--- src/rtl/step_counter.sv ---
// Programmable up/down step counter with start/stop/one-shot run control.
// Feeds the downstream register's data input; tc flags wraps and one-shot completion.
module step_counter #(
  parameter int unsigned WIDTH = 4,
  parameter int unsigned MAX   = 15
) (
  input  logic             clk,
  input  logic             reset,
  input  logic             start,
  input  logic             stop,
  input  logic             oneshot,
  input  logic             en,
  input  logic             up,
  input  logic             load,
  input  logic [WIDTH-1:0] load_val,
  output logic [WIDTH-1:0] q,
  output logic             tc,
  output logic             busy
);

  localparam logic [WIDTH-1:0] MaxVal = WIDTH'(MAX);

  typedef enum logic [1:0] {StIdle, StRun, StDone} state_e;

  state_e           state_q, state_d;
  logic [WIDTH-1:0] q_q, q_d;
  logic             tc_q, tc_d;
  logic             busy_q, busy_d;
  logic             flag_q, flag_d;
  logic             step;
  logic             at_end;

  // A step is dropped whenever load or stop claims the same edge.
  assign step   = (state_q == StRun) && en && !load && !stop;
  assign at_end = up ? (q_q == MaxVal) : (q_q == '0);

  always_ff @(posedge clk) begin
    if (reset) begin
      state_q <= StIdle;
      q_q     <= '0;
      tc_q    <= 1'b0;
      busy_q  <= 1'b0;
      flag_q  <= 1'b0;
    end else begin
      state_q <= state_d;
      q_q     <= q_d;
      tc_q    <= tc_d;
      busy_q  <= busy_d;
      flag_q  <= flag_d;
    end
  end

  always_comb begin
    state_d = state_q;
    flag_d  = flag_q;
    if (stop) begin
      state_d = StIdle;
    end else begin
      unique case (state_q)
        StIdle, StDone: begin
          if (start) begin
            state_d = StRun;
            flag_d  = oneshot;
          end
        end
        StRun: begin
          if (step && at_end && flag_q) state_d = StDone;
        end
        default: state_d = StIdle;
      endcase
    end
  end

  always_comb begin
    q_d  = q_q;
    tc_d = 1'b0;
    if (load) begin
      // Zero-extend before comparing so the check stays meaningful when MAX is all ones.
      q_d = (32'(load_val) > MAX) ? MaxVal : load_val;
    end else if (step) begin
      if (at_end) begin
        tc_d = 1'b1;
        if (!flag_q) q_d = up ? '0 : MaxVal;
      end else begin
        q_d = up ? q_q + WIDTH'(1) : q_q - WIDTH'(1);
      end
    end
    busy_d = (state_d == StRun);
  end

  assign q    = q_q;
  assign tc   = tc_q;
  assign busy = busy_q;

endmodule

--- config.mk ---
export PLATFORM = sky130hd
export DESIGN_NAME = step_counter
export DESIGN_NICKNAME = d
export VERILOG_FILES = /design/src/rtl/step_counter.sv
export SDC_FILE = /design/constraint.sdc
export NUM_CORES = 1
export LEC_CHECK = 0
export CORE_MARGIN = 5
export CORE_UTILIZATION = 39
export DETAILED_ROUTE_END_ITERATION = 6
export PLACE_DENSITY = 0.74
export SKIP_LAST_GASP = 1
export SYNTH_ARGS = -nofsm -noshare
export SYNTH_HDL_FRONTEND = slang
export SYNTH_SLANG_ARGS = --single-unit
--- constraint.sdc ---
create_clock -name clk -period 1.8 [get_ports clk]
set_input_delay 0.45 -clock clk [delete_from_list [all_inputs] [get_ports clk]]
set_output_delay 0.45 -clock clk [all_outputs]
set_load 0.03 [all_outputs]
==> flow_metrics.tcl <==
set metrics [dict create \
    worstPathCellList "clkdlybuf4s50_1" \
    grt_start_max_net_pins 10 \
    synth.cell_area_um2 581 \
    power_frac_clock 0.303 \
    worst_ep_required_time_ns 1.35 \
    placedInstanceArea_um2 823 \
    dpl_worst_slack_ns -0.484 \
    power_report.internal_total_mw 0.377 \
    p_sw_frac 0.298 \
    cts_num_sinks 9 \
    std_cell_rows 14 \
    tritoncts "yes" \
    ys_async_sr_fraction 0 \
    combPwrFrac 0.288 \
    fill_cell_total_of_the_finished_layout 126 \
    fp.dieArea_um2 2360 \
    clock_skew_ns 0.00135 \
    yosysWarningCount 0 \
    worstSetupStartpointType "flop" \
    layout.cell_area.non_filler_um2 865 \
    wire_length_of_the_first_global_routing_pass_mm 2.37 \
    top_level_ports 18 \
    syn_area_per_cell_um2 9.36 \
    power.leakage_nw 0.356 \
    timing_worst_setup_path_type "reg -> out" \
    post-synth-top-count-cell "sky130_fd_sc_hd__dfxtp_1" \
    number_of_gates_resized_after_cts 7 \
    grt_setup_unrepaired "false" \
    buffer_ports.inserted 17 \
    power.density_nw_per_um2 622 \
    synth.top_cell.area_share 0.310 \
    ys_seq_elements 9 \
    synth_cells 62 \
    worst-slew-pin-transition_ns 0.388 \
    drt_drc_violations_left 0 \
    cts-hold-fix-buffers 0 \
    floorplan.initialDensity 0.399 \
    worst_path_max_delay_cell "sky130_fd_sc_hd__clkdlybuf4s50_1" \
    synthesis.nets 77 \
    whs_endpoint "flag_q" \
    core_area_um2 1450 \
    insertion_delay_ns 0.27 \
    setup_slack_ns 0.0898 \
    via_count 558 \
    final.period_utilization 0.950 \
    cts-buffers-inserted 3 \
    ys.flop_type "sky130_fd_sc_hd__dfxtp_1" \
    cp-end-kind "output port" \
    synth_largest_area_cell "sky130_fd_sc_hd__dfxtp_1" \
    worst_r2r_path_depth 6 \
    clk_root_buffer_cell "sky130_fd_sc_hd__clkbuf_4" \
    nets 105 \
    n_antenna_cell 0 \
    drive_above_1_share 0.315 \
    clock_transition_at_the_register_clock_pins_on_the_worst_setup_and_hold_paths_after_cts_ns 0.06 \
    whs_path_depth 2 \
    worst_hold_startpoint "flag_q" \
    max_stage_delay_ns 0.67 \
    achievable-frequency_ghz 0.585 \
    power.ir.vdd_worst_mv 0.374 \
    routedWlPerCell_um 13.3 \
    synth.distinct_cells 34 \
    r2r_end "q[3]" \
    crit_arrival_ns 1.26 \
    die_x_um 48.6 \
    clock_tree.htree_level_count 1 \
    period_minus_slack_ns 1.71 \
    antenna_found_initial 0 \
    overflow_after_grt 0 \
    finalCoreUtilization 0.595 \
    min-delay-path-class "reg -> reg" \
    route.final.wire_length_mm 1.40 \
    vias_in_the_first_global_route 541 \
    rr_startpoint "q[1]" \
    globalRouteTotalUtil 0.132 \
    timing_max_transition_violations_final 0 \
    timing.critical_path.fanout_max 2 \
    ys_top_cells_by_count "9 x sky130_fd_sc_hd__dfxtp_1, 5 x sky130_fd_sc_hd__inv_1, 4 x sky130_fd_sc_hd__nor2_1" \
    finalWeightedCongestion 0.746 \
    synth_edf_count 0 \
    synth_area_leaders "sky130_fd_sc_hd__dfxtp_1 31%, sky130_fd_sc_hd__a2111oi_2 5.2%, sky130_fd_sc_hd__ha_1 4.3%, sky130_fd_sc_hd__fa_1 3.4%, sky130_fd_sc_hd__mux2i_1 3.4%" \
    ant_nets 0 \
    buffer_depth_of_the_longest_clock_path 2 \
    seqPwrFrac 0.409 \
    drt_iter0_drc 5 \
    cap_violations 0 \
    crit_family "buffers and inverters" \
    timing.final.setup_violations 0 \
    slew_headroom 0.741 \
    outcome "complete, no violations" \
    critPathBufInv 1 \
    cts_setup_buffers 0 \
    first_pass_iters 4 \
    hpwlAfterDp_mm 1.04 \
    area.growth.synth_to_final_pct 48.9 \
    hold_viol 0 \
    total_switching_power_mw 0.160 \
    reg2reg_slack_ns 0.28 \
    vias_per_cell 5.31 \
    sequential_to_total_area_share_from_yosys_stat 0.310 \
    die_h_um 48.6 \
]
==> area by class of cell <==
type / count / area (um^2) / share of cell area
well taps: 16 / 20.0 / 0.0232
multi-input cells: 46 / 388 / 0.449
flip-flops and latches: 9 / 181 / 0.210
clock buffers: 4 / 26.3 / 0.0304
inverters: 5 / 18.8 / 0.0217
repair buffers: 25 / 230 / 0.266
==> stage by stage <==
stage	TNS (ns)	hold WS, ns	power [mW]	std cells
floorplan	0	0.525	0.310	62
global placement	-1.60	0.550	0.372	101
detailed placement	-1.72	0.582	0.375	101
CTS	0	0.588	0.539	105
global route	0	0.629	0.568	105
finish	0	0.585	0.538	105
==> worst max-delay path by stage <==
stage                     startpoint  slack [ns]  endpoint  cells past startpoint
final                           q[0]        0.09      q[0]                      1
after CTS                       q[3]        0.08      q[3]                      1
after global routing            q[0]        0.04      q[0]                      1
after global placement            up       -0.43      q[3]                      8
after floorplan                   up        0.05      q[3]                      7
after detailed placement          up       -0.48      q[3]                      8
==> registers in the layout, summed over array words and instances (netlist names) <==
name,cells
q,4
state_q,2
busy,1
flag_q,1
tc,1
==> cells by family after synthesis <==
logic type,Yosys count,share of synthesized area
AO/OA/AOI/OAI,15,0.224
flip-flops,9,0.310
adder cells (fa/ha/maj),3,0.0776
multiplexers,2,0.0345
AND/OR/NAND/NOR,22,0.246
XOR/XNOR,4,0.0604
buffers and inverters,7,0.0474
==> placed cells by master, fill, tap and decap left out, types with 2 or more instances in the layout <==
cell	Yosys	final
sky130_fd_sc_hd__nand2_1	2	2
sky130_fd_sc_hd__clkdlybuf4s50_1	0	14
sky130_fd_sc_hd__dfxtp_1	9	8
sky130_fd_sc_hd__inv_1	5	4
sky130_fd_sc_hd__a21oi_2	2	2
sky130_fd_sc_hd__mux2i_1	2	2
sky130_fd_sc_hd__xnor2_1	2	2
sky130_fd_sc_hd__a31oi_1	2	2
sky130_fd_sc_hd__nor2_1	4	4
sky130_fd_sc_hd__clkbuf_4	0	3
sky130_fd_sc_hd__a21oi_1	2	2
sky130_fd_sc_hd__and2_2	2	2
sky130_fd_sc_hd__buf_4	0	7
sky130_fd_sc_hd__dlygate4sd2_1	0	3
sky130_fd_sc_hd__xor2_1	2	2
sky130_fd_sc_hd__nor3_1	3	3
sky130_fd_sc_hd__a2111oi_2	2	2
sky130_fd_sc_hd__nor3_2	2	2
==> per-layer routing <==
metal | GRT usage | routed length (um) | vias up
li1 | - | - | 280
met1 | 0.150 | 622 | 255
met2 | 0.187 | 661 | 19
met3 | 0.0583 | 88 | 4
met4 | 0.108 | 26 | 0
met5 | 0 | 0 | -
==> worst reg2reg max path, stage by stage (launching register included) <==
cell and delay, ns:
sky130_fd_sc_hd__dfxtp_2 0.39, sky130_fd_sc_hd__ha_1 0.26, sky130_fd_sc_hd__a21o_2 0.23, sky130_fd_sc_hd__a21oi_2 0.12, sky130_fd_sc_hd__xnor2_1 0.14, sky130_fd_sc_hd__a21oi_2 0.08
sky130_fd_sc_hd__a2111oi_2 0.19
==> power groups by stage <==
| stage | clock network (mW) | logic, mW | registers [mW] |
|---|---|---|---|
| after floorplan | 0 | 0.0677 | 0.242 |
| after global placement | 0 | 0.148 | 0.224 |
| after detailed placement | 0 | 0.151 | 0.224 |
| after CTS | 0.165 | 0.154 | 0.220 |
| after global routing | 0.177 | 0.169 | 0.222 |
| final | 0.163 | 0.155 | 0.220 |
(Power assumes the default switching activity.)
==> patch 1, RTL diff (config.mk and constraints unchanged) <==
Add an input register stage for `load_val`, cleared by the reset; this delays it by one clock. The other inputs are not delayed to match.
--- a/src/rtl/step_counter.sv
+++ b/src/rtl/step_counter.sv
@@ -21,6 +21,16 @@
   localparam logic [WIDTH-1:0] MaxVal = WIDTH'(MAX);
 
   typedef enum logic [1:0] {StIdle, StRun, StDone} state_e;
+
+  logic [WIDTH-1:0] load_val_q;
+
+  always_ff @(posedge clk) begin
+    if (reset) begin
+      load_val_q <= '0;
+    end else begin
+      load_val_q <= load_val;
+    end
+  end
 
   state_e           state_q, state_d;
   logic [WIDTH-1:0] q_q, q_d;
@@ -76,7 +86,7 @@
     tc_d = 1'b0;
     if (load) begin
       // Zero-extend before comparing so the check stays meaningful when MAX is all ones.
-      q_d = (32'(load_val) > MAX) ? MaxVal : load_val;
+      q_d = (32'(load_val_q) > MAX) ? MaxVal : load_val_q;
     end else if (step) begin
       if (at_end) begin
         tc_d = 1'b1;
Check against the original RTL: not equivalent (Yosys sat finds a counterexample within 4 cycles, from zero or initial values and one cycle with reset high).
==> patch 1 against the unedited design <==
Sequential share of layout area increased by 4.9 points. Synthesized area increased by 19%. Total power increased by 20%. Routed wire length increased by 8.1%. Via count increased by 9.9%. Sequential cell count increased by 4. Final area increased by 17%. Worst setup slack got worse by 22 ps. Critical endpoint is now q[0]. Die area increased by 15%.
==> patch 1: results (changes against the unedited design) <==
[synthesis]
synthMuxAreaShare=0.03617  ; +0.001684
ys_warn_count=0  ; unchanged
avgSynthCellArea_um2=10.18  ; +8.7%
synth_commonest_cells=dfxtp_1 (13), nor2b_1 (7), a21oi_1 (5), nand2b_1 (4)
synth_xor_area_frac=0.03797  ; -0.02237
syn_nets=83  ; +7.8%
synth.distinct_cells=29  ; -15%
yosys-top-cells-area=dfxtp_1 (38%), nor2b_1 (6.3%), a2111oi_2 (4.3%), a21oi_1 (3.6%), ha_1 (3.6%)
yosysSeqAreaShare=0.3761  ; +0.06579
synthAdderAreaFrac=0.06510  ; -0.01249
synth_compound_area_frac=0.1736  ; -0.05054

[cells_and_area]
fin_area_um2=1011  ; +17%
clock_area_frac=0.02599  ; -0.004401
fin_nets=115  ; +9.5%
drive_gt1_frac=0.2727  ; -0.04188
bufAreaShareNonClock=0.2537  ; -0.01257
multi_input_area_um2=427.9  ; +10%
num-nonclk-inverters=2  ; -3
final.fill_count=149  ; +18%
antenna_cells=0  ; unchanged
non_clock_buffer_count=29  ; +16%
regArea_um2=261.5  ; +44%
multi_input_comb_cells=51  ; +11%

[pwr]
power_frac_clock=0.273  ; -0.030
p_int_uw=469.7  ; +25%
power.leakage_uw=0.0004146  ; +17%
power_uw=645.5  ; +20%
ir_worst_vdd_mv=0.4012  ; +7.3%
p_comb_uw=151  ; -3%

[clock_tree]
clk_pin_slew_worst_paths_ps=80  ; +20 ps
cts_buffers=3  ; unchanged
cts.sinks=13  ; +4

[placed_design]
pre_cts_ws_ps=-500.1  ; -16.25 ps
place.gp.congestion=0.8235  ; +10%
dp_hpwl_mm=1.174  ; +12%
placed_area_um2=969.7  ; +18%

[critical_path]
crit_arrival_ps=1910  ; +650 ps
r2r_slack_ps=230  ; -50 ps
path_delay_family=compound AO/OA/AOI/OAI gates
critPathMaxFanout=5  ; +3
slowest_stage=a2111oi_2
crit_path_max_incr_delay_ps=320  ; -350 ps

[sta]
clock_skew_ps=6.153  ; +4.806 ps
max_slew_margin=0.7774  ; +0.03685
hold_ws_ps=465.5  ; -119.3 ps

[detailed_routing]
drt_iter0_markers=9  ; +4
routed_wl_mm=1.511  ; +8.1%
vias=613  ; +9.9%
vias_per_cell=4.944  ; -7.0%

[floorplan]
taps=25  ; +9

[global_route]
grt_pass1_vias=570  ; +5.4%
grt_pass1_wl_mm=2.504  ; +5.5%
track_usage=0.1240  ; -0.007752

[outcome]
status=completed

[worst_hold_path]
worstHoldStart=load_val_q[3]
min_to=q[3]

==> patch 1: metal layers <==
| metal | GRT usage | wire length (um) | vias to the layer above |
|---|---|---|---|
| met2 | 0.1883 | 722 | 17 |
| li1 | - | - | 307 |
| met1 | 0.1664 | 721 | 287 |
| met4 | 0.06550 | 12 | 0 |
| met3 | 0.02006 | 55 | 2 |
| met5 | 0 | 0 | - |
==> patch 1: how the worst max path moves through the flow <==
| stage | startpoint | end | slack (ps) | cells past startpoint |
|---|---|---|---|---|
| 2_1_floorplan | up | q[3] | 70 | 7 |
| 3_3_place_gp | up | q[2] | -470 | 8 |
| 3_5_place_dp | up | q[2] | -500 | 8 |
| 4_1_cts | load | q[0] | 50 | 5 |
| 5_1_grt | up | q[0] | 0.3 | 7 |
| 6_report | up | q[0] | 70 | 7 |
==> patch 1: timing repair <==
item	4_1_cts	5_1_grt
endpoints found under the setup margin	10	2
cloned	0	0
resized for setup	8	1
hold endpoints to repair	0	0
pin swaps	5	3
==> patch 2, RTL diff (same flow settings) <==
Made on the original files. Change the parameter `WIDTH` from 4 to 6.
--- a/src/rtl/step_counter.sv
+++ b/src/rtl/step_counter.sv
@@ -1,7 +1,7 @@
 // Programmable up/down step counter with start/stop/one-shot run control.
 // Feeds the downstream register's data input; tc flags wraps and one-shot completion.
 module step_counter #(
-  parameter int unsigned WIDTH = 4,
+  parameter int unsigned WIDTH = 6,
   parameter int unsigned MAX   = 15
 ) (
   input  logic             clk,
Ports: changed (resized load_val and q); port bits go from 18 to 22. No check against the original RTL was run, so the function may have changed too.
==> patch 2 against the unedited design <==
The run now ends with setup timing left. Routed wire length increased by 76%. Final area rose by 59%. Synthesized area rose by 41%. Total power up 32%. Clock power rose by 3%. Combinational power increased by 72%. Via count rose by 63%. First-iteration DRC count grew to 3.2 times the old value. Critical path depth is 8 higher. Worst setup slack got worse by 190 ps. Synthesized cell count up 50%. Count of clock-buffer cells in the layout unchanged. Global-route usage increased by 3.5 points. Sequential cell count is 2 higher.
==> patch 2: results (changes against the unedited design) <==
[critical_path]
path_delay_family=simple AND/OR/NAND/NOR gates
cp-startpoint=up
timing.rr.start=q[4]
crit_arrival_ps=2090  ; +830 ps
critPathMaxFanout=5  ; +3
slowest_stage=or4b_4

[synthesis]
synth.distinct_cells=40  ; +18%
synth_xor_area_frac=0.02141  ; -0.03894
yosys-top-cells-area=dfxtp_1 (27%), ha_1 (6.1%), nor3_1 (4.9%), a211oi_1 (3.7%), nor3b_1 (3.7%)
synthMuxAreaShare=0.01223  ; -0.02225
syn_nets=112  ; +45%
synth_commonest_cells=dfxtp_1 (11), nor3_1 (8)
yosysSeqAreaShare=0.2691  ; -0.04123
synthAdderAreaFrac=0.08563  ; +0.008041
synth_cells=93  ; +50%

[global_route]
gr-usage-met3=0.04640  ; -0.01188
track_usage=0.1664  ; +0.03465
use_met2=0.2821  ; +0.09514
use_met1=0.1989  ; +0.04936

[sta]
setup_viol=5  ; +5
max_slew_margin=0.7815  ; +0.04092
hold_ws_ps=534.7  ; -50.16 ps
clock_skew_ps=1.224  ; -0.1223 ps
finalWorstSetupSlack_ps=-97.21  ; -187.0 ps
setup_tns_ps=-247.5  ; -247.5 ps

[cells_and_area]
drive_gt1_frac=0.4101  ; +0.09547
non_clock_buffer_count=45  ; +80%
bufAreaShareNonClock=0.2840  ; +0.01775
largest_register_ffs=6  ; +2
layout-area-overhead-vs-synth_pct=68.50
regArea_um2=221.5  ; +22%
fin_nets=159  ; +51%
multi_input_comb_cells=76  ; +65%

[detailed_routing]
vias=911  ; +63%
drt_iter0_markers=16  ; +11
m1WireLength_mm=1.069  ; +72%
post_drt_wl_per_cell_um=14.83  ; +11%

[placed_design]
place.gp.congestion=0.7974  ; +6.9%
placed_area_um2=1259  ; +53%
pre_cts_ws_ps=-870.9  ; -387.1 ps
portBuffers=21  ; +4
dp_hpwl_mm=1.789  ; +71%

[pwr]
ir_worst_vdd_mv=0.2587  ; -31%
combPwrFrac=0.376  ; +0.088
p_comb_uw=267  ; +72%
power.leakage_uw=0.0005236  ; +47%

[outcome]
status=complete, but fails checks
violations=setup timing

[clock_tree]
cts.sinks=11  ; +2

==> patch 2: cell types whose count changed after synthesis, moves of 3 or more <==
| cell | before | now |
|---|---|---|
| a211oi_1 | 1 | 4 |
| nor3_1 | 3 | 8 |
| nor3b_1 | 0 | 4 |
| nor4_1 | 0 | 3 |
| o21ai_0 | 1 | 4 |
| o221ai_1 | 0 | 3 |
| or3_2 | 0 | 3 |
==> patch 2: worst paths after layout <==
path | end | cells past startpoint
max | q[5] | 9
min | flag_q | 2
max reg2reg | q[5] | 7
min reg2reg | flag_q | 2
==> patch 2: repair_timing <==
item,CTS,global route
resized for setup,22,5
setup endpoints to repair,14,6
endpoints found under the hold margin,0,0
pin swaps,13,3
setup buffers,2,3
gates cloned,0,0
==> patch 2: kinds of logic after synthesis <==
kind of cell,after synthesis
xor gates and xnor gates,2
AOI/OAI and AO/OA,26
muxes,1
buffers and inverters,6
DFF,11
adders and majority gates,5
and+or+nand+nor,42
